File: config.mk
export PLATFORM = sky130hd
export DESIGN_NAME = instruction_fetch_unit
export DESIGN_NICKNAME = d
export VERILOG_FILES = /design/src/rtl/fetch_pkg.sv /design/src/rtl/fetch_wait_counter.sv /design/src/rtl/instruction_fetch_unit.sv
export SDC_FILE = /design/constraint.sdc
export NUM_CORES = 1
export LEC_CHECK = 0
export BUFFER_PORTS_ARGS = -buffer_cell sky130_fd_sc_hd__buf_2
export CORE_MARGIN = 3
export CORE_UTILIZATION = 45
export DETAILED_ROUTE_END_ITERATION = 6
export PLACE_DENSITY = 0.76
export SLEW_MARGIN = 20
export SYNTH_ARGS = -nofsm -noshare
export SYNTH_HDL_FRONTEND = slang
export SYNTH_HIERARCHICAL = 1
export SYNTH_SLANG_ARGS = --single-unit
File: constraint.sdc
create_clock -name CLK -period 2.2 [get_ports CLK]
set_input_delay 0 -clock CLK [delete_from_list [all_inputs] [get_ports CLK]]
set_output_delay 0 -clock CLK [all_outputs]
set_load 0.02 [all_outputs]
File: src/rtl/fetch_pkg.sv
// Shared types and constants for the instruction fetch unit.
package fetch_pkg;

    localparam int unsigned INST_BYTES = 4;
    localparam int unsigned ADDR_W     = 64;
    localparam int unsigned INST_W     = 32;

    typedef enum logic [0:0] {
        FETCH,
        HOLD
    } fetch_state_e;

    // Clear the byte-offset bits so the address points at a whole instruction.
    function automatic logic [ADDR_W-1:0] align_pc(input logic [ADDR_W-1:0] pc);
        return pc & ~ADDR_W'(INST_BYTES - 1);
    endfunction

endpackage

File: src/rtl/fetch_wait_counter.sv
// Counts the cycles the fetch address has been held; done flags the sampling cycle.
module fetch_wait_counter #(
    parameter int unsigned RD_WAIT = 2
) (
    input  logic clk_i,
    input  logic rst_ni,
    input  logic clear_i,
    input  logic enable_i,
    output logic done_o
);

    localparam int unsigned CntW = $clog2(RD_WAIT + 1);
    localparam logic [CntW-1:0] LastCnt = CntW'(RD_WAIT - 1);

    logic [CntW-1:0] cnt_q, cnt_d;

    assign done_o = (cnt_q == LastCnt);

    always_comb begin
        cnt_d = cnt_q;
        if (clear_i) begin
            cnt_d = '0;
        end else if (enable_i) begin
            cnt_d = done_o ? '0 : cnt_q + CntW'(1);
        end
    end

    always_ff @(posedge clk_i or negedge rst_ni) begin
        if (!rst_ni) begin
            cnt_q <= '0;
        end else begin
            cnt_q <= cnt_d;
        end
    end

endmodule

File: src/rtl/instruction_fetch_unit.sv
// PC holder and instruction-memory read initiator with valid/ready output to decode.
// Optional misaligned-fetch detection is enabled by defining FETCH_ALIGN_CHECK_EN.
module instruction_fetch_unit
    import fetch_pkg::*;
#(
    parameter int unsigned       RD_WAIT  = 2,
    parameter logic [ADDR_W-1:0] RESET_PC = 64'h0
) (
    input  logic              CLK,
    input  logic              Reset_L,
    input  logic              Redirect,
    input  logic [ADDR_W-1:0] RedirectPC,
    output logic [ADDR_W-1:0] IMemAddr,
    input  logic [INST_W-1:0] IMemData,
    output logic              InstValid,
    input  logic              InstReady,
    output logic [INST_W-1:0] Inst,
    output logic [ADDR_W-1:0] InstPC,
    output logic              AlignFault
);

`ifdef FETCH_ALIGN_CHECK_EN
    localparam logic [ADDR_W-1:0] ResetPc = RESET_PC;
`else
    localparam logic [ADDR_W-1:0] ResetPc = align_pc(RESET_PC);
`endif

    fetch_state_e      state_q, state_d;
    logic [ADDR_W-1:0] pc_q, pc_d;
    logic [INST_W-1:0] inst_q, inst_d;
    logic [ADDR_W-1:0] inst_pc_q, inst_pc_d;
    logic              valid_q, valid_d;
    logic              fault_q, fault_d;
    logic              misaligned;
    logic              fetch_en;
    logic              cnt_done;

`ifdef FETCH_ALIGN_CHECK_EN
    assign misaligned = |pc_q[1:0];
`else
    assign misaligned = 1'b0;
`endif

    // A misaligned PC parks the unit in FETCH without counting toward a capture.
    assign fetch_en = (state_q == FETCH) && !misaligned;

    fetch_wait_counter #(
        .RD_WAIT (RD_WAIT)
    ) u_wait_counter (
        .clk_i    (CLK),
        .rst_ni   (Reset_L),
        .clear_i  (Redirect),
        .enable_i (fetch_en),
        .done_o   (cnt_done)
    );

    always_comb begin
        state_d   = state_q;
        pc_d      = pc_q;
        inst_d    = inst_q;
        inst_pc_d = inst_pc_q;
        valid_d   = valid_q;
        fault_d   = fault_q;
        if (Redirect) begin
            state_d = FETCH;
            valid_d = 1'b0;
`ifdef FETCH_ALIGN_CHECK_EN
            pc_d    = RedirectPC;
            fault_d = |RedirectPC[1:0];
`else
            pc_d    = align_pc(RedirectPC);
`endif
        end else begin
            unique case (state_q)
                FETCH: begin
                    if (misaligned) begin
                        fault_d = 1'b1;
                    end else if (cnt_done) begin
                        inst_d    = IMemData;
                        inst_pc_d = pc_q;
                        valid_d   = 1'b1;
                        pc_d      = pc_q + ADDR_W'(INST_BYTES);
                        state_d   = HOLD;
                    end
                end
                HOLD: begin
                    if (InstReady) begin
                        valid_d = 1'b0;
                        state_d = FETCH;
                    end
                end
            endcase
        end
    end

    always_ff @(posedge CLK or negedge Reset_L) begin
        if (!Reset_L) begin
            state_q   <= FETCH;
            pc_q      <= ResetPc;
            inst_q    <= '0;
            inst_pc_q <= '0;
            valid_q   <= 1'b0;
            fault_q   <= 1'b0;
        end else begin
            state_q   <= state_d;
            pc_q      <= pc_d;
            inst_q    <= inst_d;
            inst_pc_q <= inst_pc_d;
            valid_q   <= valid_d;
            fault_q   <= fault_d;
        end
    end

    assign IMemAddr   = pc_q;
    assign InstValid  = valid_q;
    assign Inst       = inst_q;
    assign InstPC     = inst_pc_q;
    assign AlignFault = fault_q;

endmodule
=== Yosys cells after proc, flatten, opt, wreduce, memory -nomap -nowiden ===
Cells that the tools add are included.

* Register bits: 164
* Bits in latches: 0
* Memory bits (writable): 0
* Memory bits (read-only): 0
* Input bits: 100
* Output and inout bits: 162
* Memories kept: 0

* Add/sub/neg operators: 2
* $mul: 0
* Divide/modulo/power cells: 0
* Order comparisons: 0
* Equality and inequality tests: 4
* Shift-type cells: 0
* Muxes and demuxes: 14
* Bitwise logic cells: 2
* Reduce and logical (&&, ||, !) cells: 4

{| class="wikitable"
|+ Operator list
! kind !! count
|-
| 2-to-1 mux 64 bit || 3
|-
| adder 64 x 3 -> 64 bit (second input constant) || 1
|-
| 2-to-1 mux 1 bit || 6
|-
| 2-to-1 mux 2 bit || 3
|-
| one-hot mux 1 bit (2 select lines) || 2
|-
| AND reduction 2 bit || 2
|-
| inequality test 3 x 2 -> 1 bit (second input constant) || 1
|-
| inequality test 3 bit (second input constant) || 1
|-
| AND reduction 3 bit || 1
|-
| adder 2 x 1 -> 2 bit (second input constant) || 1
|-
| equality test 2 x 1 -> 1 bit (second input constant) || 1
|-
| inequality test 2 bit (second input constant) || 1
|-
| inverter 1 bit || 2
|-
| nonzero test 2 bit || 1
|}

=== Logic depth before layout (Yosys ltp) ===
Gate-level depths: netlist (run 1).

* Word-level depth: 4
* Mapped depth: 7
* Gate-level depth less buffers: 6

=== Modules after synthesis ===
The synthesis (run 1) kept the hierarchy.

{| class="wikitable"
|+ By module, submodules not included
! module !! times used !! cells each !! area an instance (um^2)
|-
| instruction_fetch_unit || 1 || 651 || 7206.9
|-
| fetch_wait_counter || 1 || 7 || 80.1
|}

=== Worst setup path before layout (run 1) ===
Ideal clock, no wire load.

* Kind: flip-flop to flip-flop
* From: reg pc_q[2] (netlist: IMemAddr[2])
* To: reg pc_q[52] (netlist: IMemAddr[52])
* Setup time: 82 ps
* Data arrival time: 2396 ps
* Setup slack: -278 ps
* Stages on the path, launching flop included: 7
* Clock period less this slack: 2478 ps
* Cell sequence: dfrtp_1 ha_1 nand4b_1 or4_1 or3_4 or4_1 a31oi_1

* Word-level cells in the longest chain between the ends: 4

{| class="wikitable"
|+ RTL lines
! what !! RTL line !! source
|-
| start: declaration || instruction_fetch_unit.sv:29 || <nowiki>logic [ADDR_W-1:0] pc_q, pc_d;</nowiki>
|-
| start signal: assignment || instruction_fetch_unit.sv:99 || <nowiki>pc_q <= ResetPc;</nowiki>
|-
| start signal: assignment || instruction_fetch_unit.sv:106 || <nowiki>pc_q <= pc_d;</nowiki>
|-
| adder 64 x 3 -> 64 bit || instruction_fetch_unit.sv:82 || <nowiki>pc_d = pc_q + ADDR_W'(INST_BYTES);</nowiki>
|-
| 2-to-1 mux 64 bit || instruction_fetch_unit.sv:78 || <nowiki>end else if (cnt_done) begin</nowiki>
|-
| 2-to-1 mux 64 bit || instruction_fetch_unit.sv:74 || <nowiki>unique case (state_q)</nowiki>
|-
| 2-to-1 mux 64 bit || instruction_fetch_unit.sv:64 || <nowiki>if (Redirect) begin</nowiki>
|}

Every way passes these cells. The select of a mux whose other input is x is not followed.
A chain may end at the register's enable or synchronous reset.

=== Worst setup path in the final report (run 1) ===
* From: reg u_wait_counter.cnt_q[1]
* To: reg pc_q[52] (netlist: IMemAddr[52])

* Word-level cells in the longest chain between the ends: 3

{| class="wikitable"
|+ RTL lines
! what !! RTL line !! source
|-
| start: declaration || fetch_wait_counter.sv:15 || <nowiki>logic [CntW-1:0] cnt_q, cnt_d;</nowiki>
|-
| start signal: assignment || fetch_wait_counter.sv:32 || <nowiki>cnt_q <= cnt_d;</nowiki>
|-
| equality test 2 x 1 -> 1 bit || fetch_wait_counter.sv:17 || <nowiki>assign done_o = (cnt_q == LastCnt);</nowiki>
|-
| via cnt_done || instruction_fetch_unit.sv:36 || <nowiki>logic cnt_done;</nowiki>
|-
| nonzero test 2 bit (no source line) || -- ||
|-
| AND reduction 2 bit (no source line) || -- ||
|}

The timed path passes the listed nets, and every way through them passes these cells.

==> results of run 1 <==
[registers in the layout, summed over array words and instances (netlist names)]
name and count:
IMemAddr 62, Inst 32, InstPC 62, InstValid 1, state_q 1, u_wait_counter/cnt_q 2
[Yosys cell counts (13+ instances only)]
cell,n,share of area [%]
a31oi_1,23,2.0
clkbuf_1,25,1.3
dfrtp_1,160,55
mux2_2,95,15
nand2_1,64,3.3
nand3_1,26,1.8
nand4_1,32,2.7
nor2_1,45,2.3
nor3_1,13,0.89
o21ai_0,50,3.4
or3_1,16,1.4
xor2_1,25,3.0
[per-layer routing]
layer | vias to the layer above | share of wire (%)
met5 | - | 0
met4 | 0 | 1.3
met3 | 32 | 7.3
met2 | 301 | 52
met1 | 3369 | 40
li1 | 3225 | -
[where the power goes]
part	leakage [nW]	switching, mW	total [mW]	internal [mW]
Sequential	1.88	0.585	4.53	3.94
Combinational	2.79	2.52	4.37	1.86
Clock	0.273	1.27	2.95	1.68
Total	4.94	4.37	11.9	7.48
[worst max path at each step]
stage,start,endpoint,cells past startpoint
floorplan,IMemAddr[2],IMemAddr[56],7
global placement,u_wait_counter/cnt_q[1],IMemAddr[60],6
detailed placement,u_wait_counter/cnt_q[1],IMemAddr[60],6
CTS,u_wait_counter/cnt_q[1],IMemAddr[60],6
global route,u_wait_counter/cnt_q[1],IMemAddr[52],6
finish,u_wait_counter/cnt_q[1],IMemAddr[52],6
[stage by stage]
stage | total power, mW | utilization (%) | cell area [um^2] | std cells | hold WS (ns)
6_report | 11.9 | 71.0 | 11000 | 1307 | 0.0821
5_1_grt | 12.4 | 71.0 | 11000 | 1306 | 0.102
3_5_place_dp | 8.68 | 60.2 | 9350 | 1169 | 0.0330
4_1_cts | 11.8 | 70.2 | 10900 | 1297 | 0.0614
3_3_place_gp | 8.54 | 60.2 | 9350 | 1169 | 0.0277
2_1_floorplan | 7.00 | - | 7330 | 662 | -0.296
[worst min-delay path, delay by kind of cell]
family          cells  cell delay (ns)
buf+inv             1             0.28
compound gates      1             0.07
simple gates        1             0.11
[timing repair]
item / in CTS / in global routing
gates resized for setup: 4 / 19
endpoints found under the setup margin: 5 / 20
buffers inserted: 0 / 7
endpoints found under the hold margin: 157 / 0
cloned: 0 / 1
hold buffers: 96 / 0
pin swaps: 1 / 19
[cell families after synthesis]
family / Yosys count / share of synthesized area, %
fa+ha+maj: 1 / 0.172
other cells: 1 / 0.0515
buf+inv: 42 / 2.44
compound gates: 89 / 7.07
simple gates: 234 / 16.3
xor+xnor: 35 / 4.21
flops: 160 / 54.9
mux: 96 / 14.8
[cell type report]
type                       count  area [um^2]  area share [%]
inverter                      10         37.5           0.340
clock buffer                  17          425            3.85
antenna                        2         5.00          0.0453
tap                          211          264            2.39
sequential                   160         4020            36.4
timing repair buffer         432         2920            26.4
multi-input combinational    460         3210            29.1
clock inverter                15          160            1.45
==> impl_metrics.py, run 1 <==
metrics = {
    "sta": {
        "final.min_clock_period_ns": 2.25,
        "final.setup.tns_ns": -0.0810,
        "final_max_slew_viol_count": 0,
        "fin_crit_sh_pct": 102,
        "finalClockSkew_ns": 0.00751,
        "fmax_ghz": 0.444,
        "finalHoldViolCount": 0,
        "setup_viol": 2,
        "maxSlewHeadroom_pct": 58.8,
        "fin_ws_ns": -0.0533,
        "tightest_slew_ns": 0.618,
        "rsz0062_at_grt": "yes",
    },
    "clocking": {
        "worstSkewPairLatency_ns": 0.43,
        "cts_tree": "done",
        "clock-sinks": 160,
        "htree_num_levels": 4,
        "cts_buffers": 17,
        "clk_pin_slew_ns": 0.07,
        "cts_root_buf": "clkbuf_16",
        "cts_buffer_depth": 2,
    },
    "global_routing": {
        "grt_pass1_wl_um": 37400,
        "grt_pass1_vias": 7139,
        "grt_use_met3_pct": 6.16,
        "antenna_found_initial": 1,
        "track_usage_pct": 26.3,
        "top_usage_layer": "met2",
        "grtUsageMet2_pct": 46.8,
        "gr-total-overflow": 0,
        "use_met1_pct": 32.1,
        "grt_max_degree": 65,
    },
    "pwr": {
        "p_per_area_nw_per_um2": 1070,
        "p_leak_nw": 4.94,
        "ir_worst_vdd_mv": 0.797,
    },
    "finish": {
        "final_cell_mix": "buf_2, dfrtp_1, dlygate4sd3_1, mux2_2, buf_4",
        "layout-drive-gt1-share_pct": 44.8,
        "final_common_cell": "buf_2",
        "fill_cells": 1091,
        "nets": 1182,
        "areaGrowthSynthToFinish_pct": 51.5,
    },
    "worst_hold_path": {
        "hold_path_class": "in -> reg",
        "hold_depth": 3,
        "min_from": "Redirect",
        "hold_end": "IMemAddr[26]",
    },
    "place": {
        "dp_slack_ns": -0.0225,
        "gp_congestion": 0.871,
        "hpwl_um": 15700,
        "portBuffers": 254,
    },
    "setup_path": {
        "critPathKind": "reg -> reg",
        "crit_top_cell": "or4_1",
        "worstReg2RegStart": "u_wait_counter/cnt_q[1]",
        "worstPathArrival_ns": 2.61,
        "critPathLaunchType": "register",
        "r2r_end": "IMemAddr[52]",
        "crit_path_cell_trace": "nor2b_2 > nand4b_1 > or4_1 > or3_4 > or4_1 > a31oi_1",
        "max_stage_delay_ns": 0.51,
        "cp_slowest_cell": "or4_1",
        "required_ns": 2.56,
        "ff2ff_setup_slack_ns": -0.05,
        "end_kind": "register",
        "cp_num_buf_inv": 0,
        "critical_path.top_delay_family": "simple AND/OR/NAND/NOR gates",
        "cp_max_fo": 5,
        "reg2regPathDepth": 6,
    },
    "synth": {
        "async_flop_share_pct": 100,
        "syn_avg_cell_area_um2": 11.1,
        "ys.flop_type": "dfrtp_1",
        "synth_seq_cells": 160,
        "synthCells": 658,
        "yosysWarnings": 6,
        "synth_edf_count": 0,
        "synth_seq_area_share_pct": 54.9,
        "synthDistinctLibCells": 41,
        "syn_area_um2": 7290,
    },
    "floorplanning": {
        "row_count": 45,
        "die_height_um": 133,
        "ios": 262,
        "start_util_pct": 46.9,
        "die_w_um": 133,
        "die-area_um2": 17800,
        "core_um2": 15500,
    },
    "run": {
        "drv_cap": 0,
    },
    "routing": {
        "wl_per_cell_um": 18.1,
        "dr.pass1.iters": 4,
        "initialDrtViolationCount": 482,
        "viasPerCell": 5.30,
        "drc_errors": 0,
        "totalWireLength_um": 23700,
        "vias": 6927,
        "drtAntennaViolNets": 0,
    },
    "run_status": {
        "violations": "negative setup slack",
        "status": "finished with violations",
    },
}
(Power assumes the default switching activity.)
==> run 2: changes to the inputs <==
--- a/config.mk
+++ b/config.mk
@@ -10,6 +10,7 @@
 export CORE_UTILIZATION = 45
 export DETAILED_ROUTE_END_ITERATION = 6
 export PLACE_DENSITY = 0.76
+export SETUP_SLACK_MARGIN = 0.2
 export SLEW_MARGIN = 20
 export SYNTH_ARGS = -nofsm -noshare
 export SYNTH_HDL_FRONTEND = slang
==> impl_metrics.py, run 2 (same netlist as run 1, synthesis figures left out) <==
metrics = {
    "pwr": {
        "combPwrFrac_pct": 37.8,
        "switching_share_pct": 36.3,
        "internal_power_mw": 7.45,
        "p_sw_mw": 4.25,
        "ir_worst_vdd_mv": 0.997,
        "p_per_area_nw_per_um2": 1030,
        "p_leak_nw": 5.12,
        "seq_power_share_pct": 38.5,
        "pwr-share-clk_pct": 23.7,
    },
    "sta": {
        "tightest_slew_ns": 0.610,
        "setup_viol": 1,
        "final_max_slew_viol_count": 0,
        "maxSlewHeadroom_pct": 59.3,
        "final.min_clock_period_ns": 2.21,
        "fin_ws_ns": -0.00933,
        "fin_crit_sh_pct": 100,
        "fmax_ghz": 0.453,
        "whs_ns": 0.0359,
        "rsz0062_at_grt": "yes",
        "finalHoldViolCount": 0,
        "finalClockSkew_ns": 0.0104,
    },
    "finish": {
        "antenna_cells": 0,
        "seq_area_um2": 4020,
        "stdcell_count": 1332,
        "nets": 1210,
        "fill_cells": 1104,
        "final_common_cell": "buf_2",
        "multi_input_area_um2": 3350,
        "areaGrowthSynthToFinish_pct": 56.1,
        "layout-drive-gt1-share_pct": 47.6,
        "final_cell_mix": "buf_2, dfrtp_1, dlygate4sd3_1, mux2_2, buf_4",
        "utilization_pct": 73.2,
    },
    "setup_path": {
        "critPathKind": "reg -> reg",
        "required_ns": 2.55,
        "crit_top_cell": "or4_4",
        "critical_path.top_delay_family": "simple AND/OR/NAND/NOR gates",
        "max_stage_delay_ns": 0.49,
        "cp_slowest_cell": "or4_4",
        "worstReg2RegStart": "IMemAddr[2]",
        "worstPathArrival_ns": 2.56,
        "crit_path_cell_trace": "ha_4 > nand4b_1 > or4_4 > or3_4 > or4_4 > a31oi_1",
        "cp_num_buf_inv": 0,
        "cp_max_fo": 4,
        "r2r_end": "IMemAddr[60]",
        "end_kind": "register",
        "critPathLaunchType": "register",
        "ff2ff_setup_slack_ns": -0.009,
        "reg2regPathDepth": 6,
    },
    "worst_hold_path": {
        "hold_path_class": "in -> reg",
        "min_from": "Redirect",
        "hold_end": "u_wait_counter/cnt_q[0]",
        "hold_depth": 2,
    },
    "floorplanning": {
        "die_height_um": 133,
        "die_w_um": 133,
        "row_count": 45,
        "die-area_um2": 17800,
        "start_util_pct": 46.9,
        "ios": 262,
        "core_um2": 15500,
    },
    "clocking": {
        "cts_buffer_depth": 2,
        "cts_root_buf": "clkbuf_16",
        "cts_tree": "done",
        "htree_num_levels": 4,
        "clock-sinks": 160,
        "cts_buffers": 17,
        "clk_pin_slew_ns": 0.07,
        "worstSkewPairLatency_ns": 0.42,
    },
    "routing": {
        "vias": 7051,
        "wl_per_cell_um": 17.9,
        "dr.pass1.iters": 5,
        "viasPerCell": 5.29,
        "initialDrtViolationCount": 581,
        "drtAntennaViolNets": 0,
        "drc_errors": 0,
        "totalWireLength_um": 23800,
    },
    "place": {
        "portBuffers": 254,
        "hpwl_um": 15800,
        "placed_cells": 1178,
        "gp_congestion": 0.896,
    },
    "run_status": {
        "violations": "negative setup slack",
        "status": "finished with violations",
    },
    "global_routing": {
        "track_usage_pct": 26.8,
        "grt_pass1_wl_um": 37700,
        "antenna_found_initial": 0,
        "grt_max_degree": 66,
        "gr-total-overflow": 0,
        "grt_pass1_vias": 7171,
    },
    "run": {
        "drv_cap": 0,
    },
}
## run 2: cell count changes in the layout (fill, tap and decap cells not counted), moves of 4 or more
cell	before	now
o21ai_0	44	32
buf_6	5	13
o21ai_1	6	15
buf_4	73	92
nor3_1	12	7
inv_6	4	0
nor3_2	1	5
## run 2: power by group through the flow
stage | Clock (mW) | Combinational [mW] | Sequential, mW
after global placement | 0 | 4.12 | 4.45
after global routing | 2.97 | 4.69 | 4.62
after CTS | 2.82 | 4.37 | 4.48
final | 2.78 | 4.42 | 4.50
after detailed placement | 0 | 4.20 | 4.51
after floorplan | 0 | 1.21 | 5.79
## run 2: layout make-up
cell class	count	share of cell area, %
Inverter	10	0.330
Clock inverter	10	0.781
Clock buffer	21	4.05
Tap cell	211	2.32
Sequential cell	160	35.3
Timing Repair Buffer	460	27.8
Multi-Input combinational cell	460	29.4
## run 2: through the flow
stage,instance area [um^2],setup TNS (ns),total power [mW],setup WS (ns)
floorplan,7340,-0.470,7.00,-0.0942
global placement,9400,0,8.57,0.0404
detailed placement,9400,-0.0204,8.71,-0.0193
CTS,11100,-0.0146,11.7,-0.0146
global route,11400,-0.289,12.3,-0.0844
finish,11400,-0.00933,11.7,-0.00933
## run 2: timing repair
item,4_1_cts,5_1_grt
hold buffers,96,0
cloned,2,0
pin swaps,23,38
gates resized for setup,20,51
buffers inserted,11,14
endpoints found under the setup margin,28,138
endpoints found under the hold margin,158,0
## run 2: how the worst max path moves through the flow
stage | from | to | depth (start not counted)
global route | IMemAddr[2] | IMemAddr[60] | 6
detailed placement | u_wait_counter/cnt_q[1] | IMemAddr[60] | 6
finish | IMemAddr[2] | IMemAddr[60] | 6
floorplan | IMemAddr[2] | IMemAddr[56] | 7
CTS | u_wait_counter/cnt_q[1] | IMemAddr[60] | 6
global placement | u_wait_counter/cnt_q[1] | IMemAddr[52] | 6
## run 2: metal layers
metal	track usage (%)	part of all wire, %	vias up
li1	-	-	3261
met5	0	0	-
met3	6.38	7.0	44
met4	9.49	2.5	0
met2	45.9	51	295
met1	33.3	39	3451
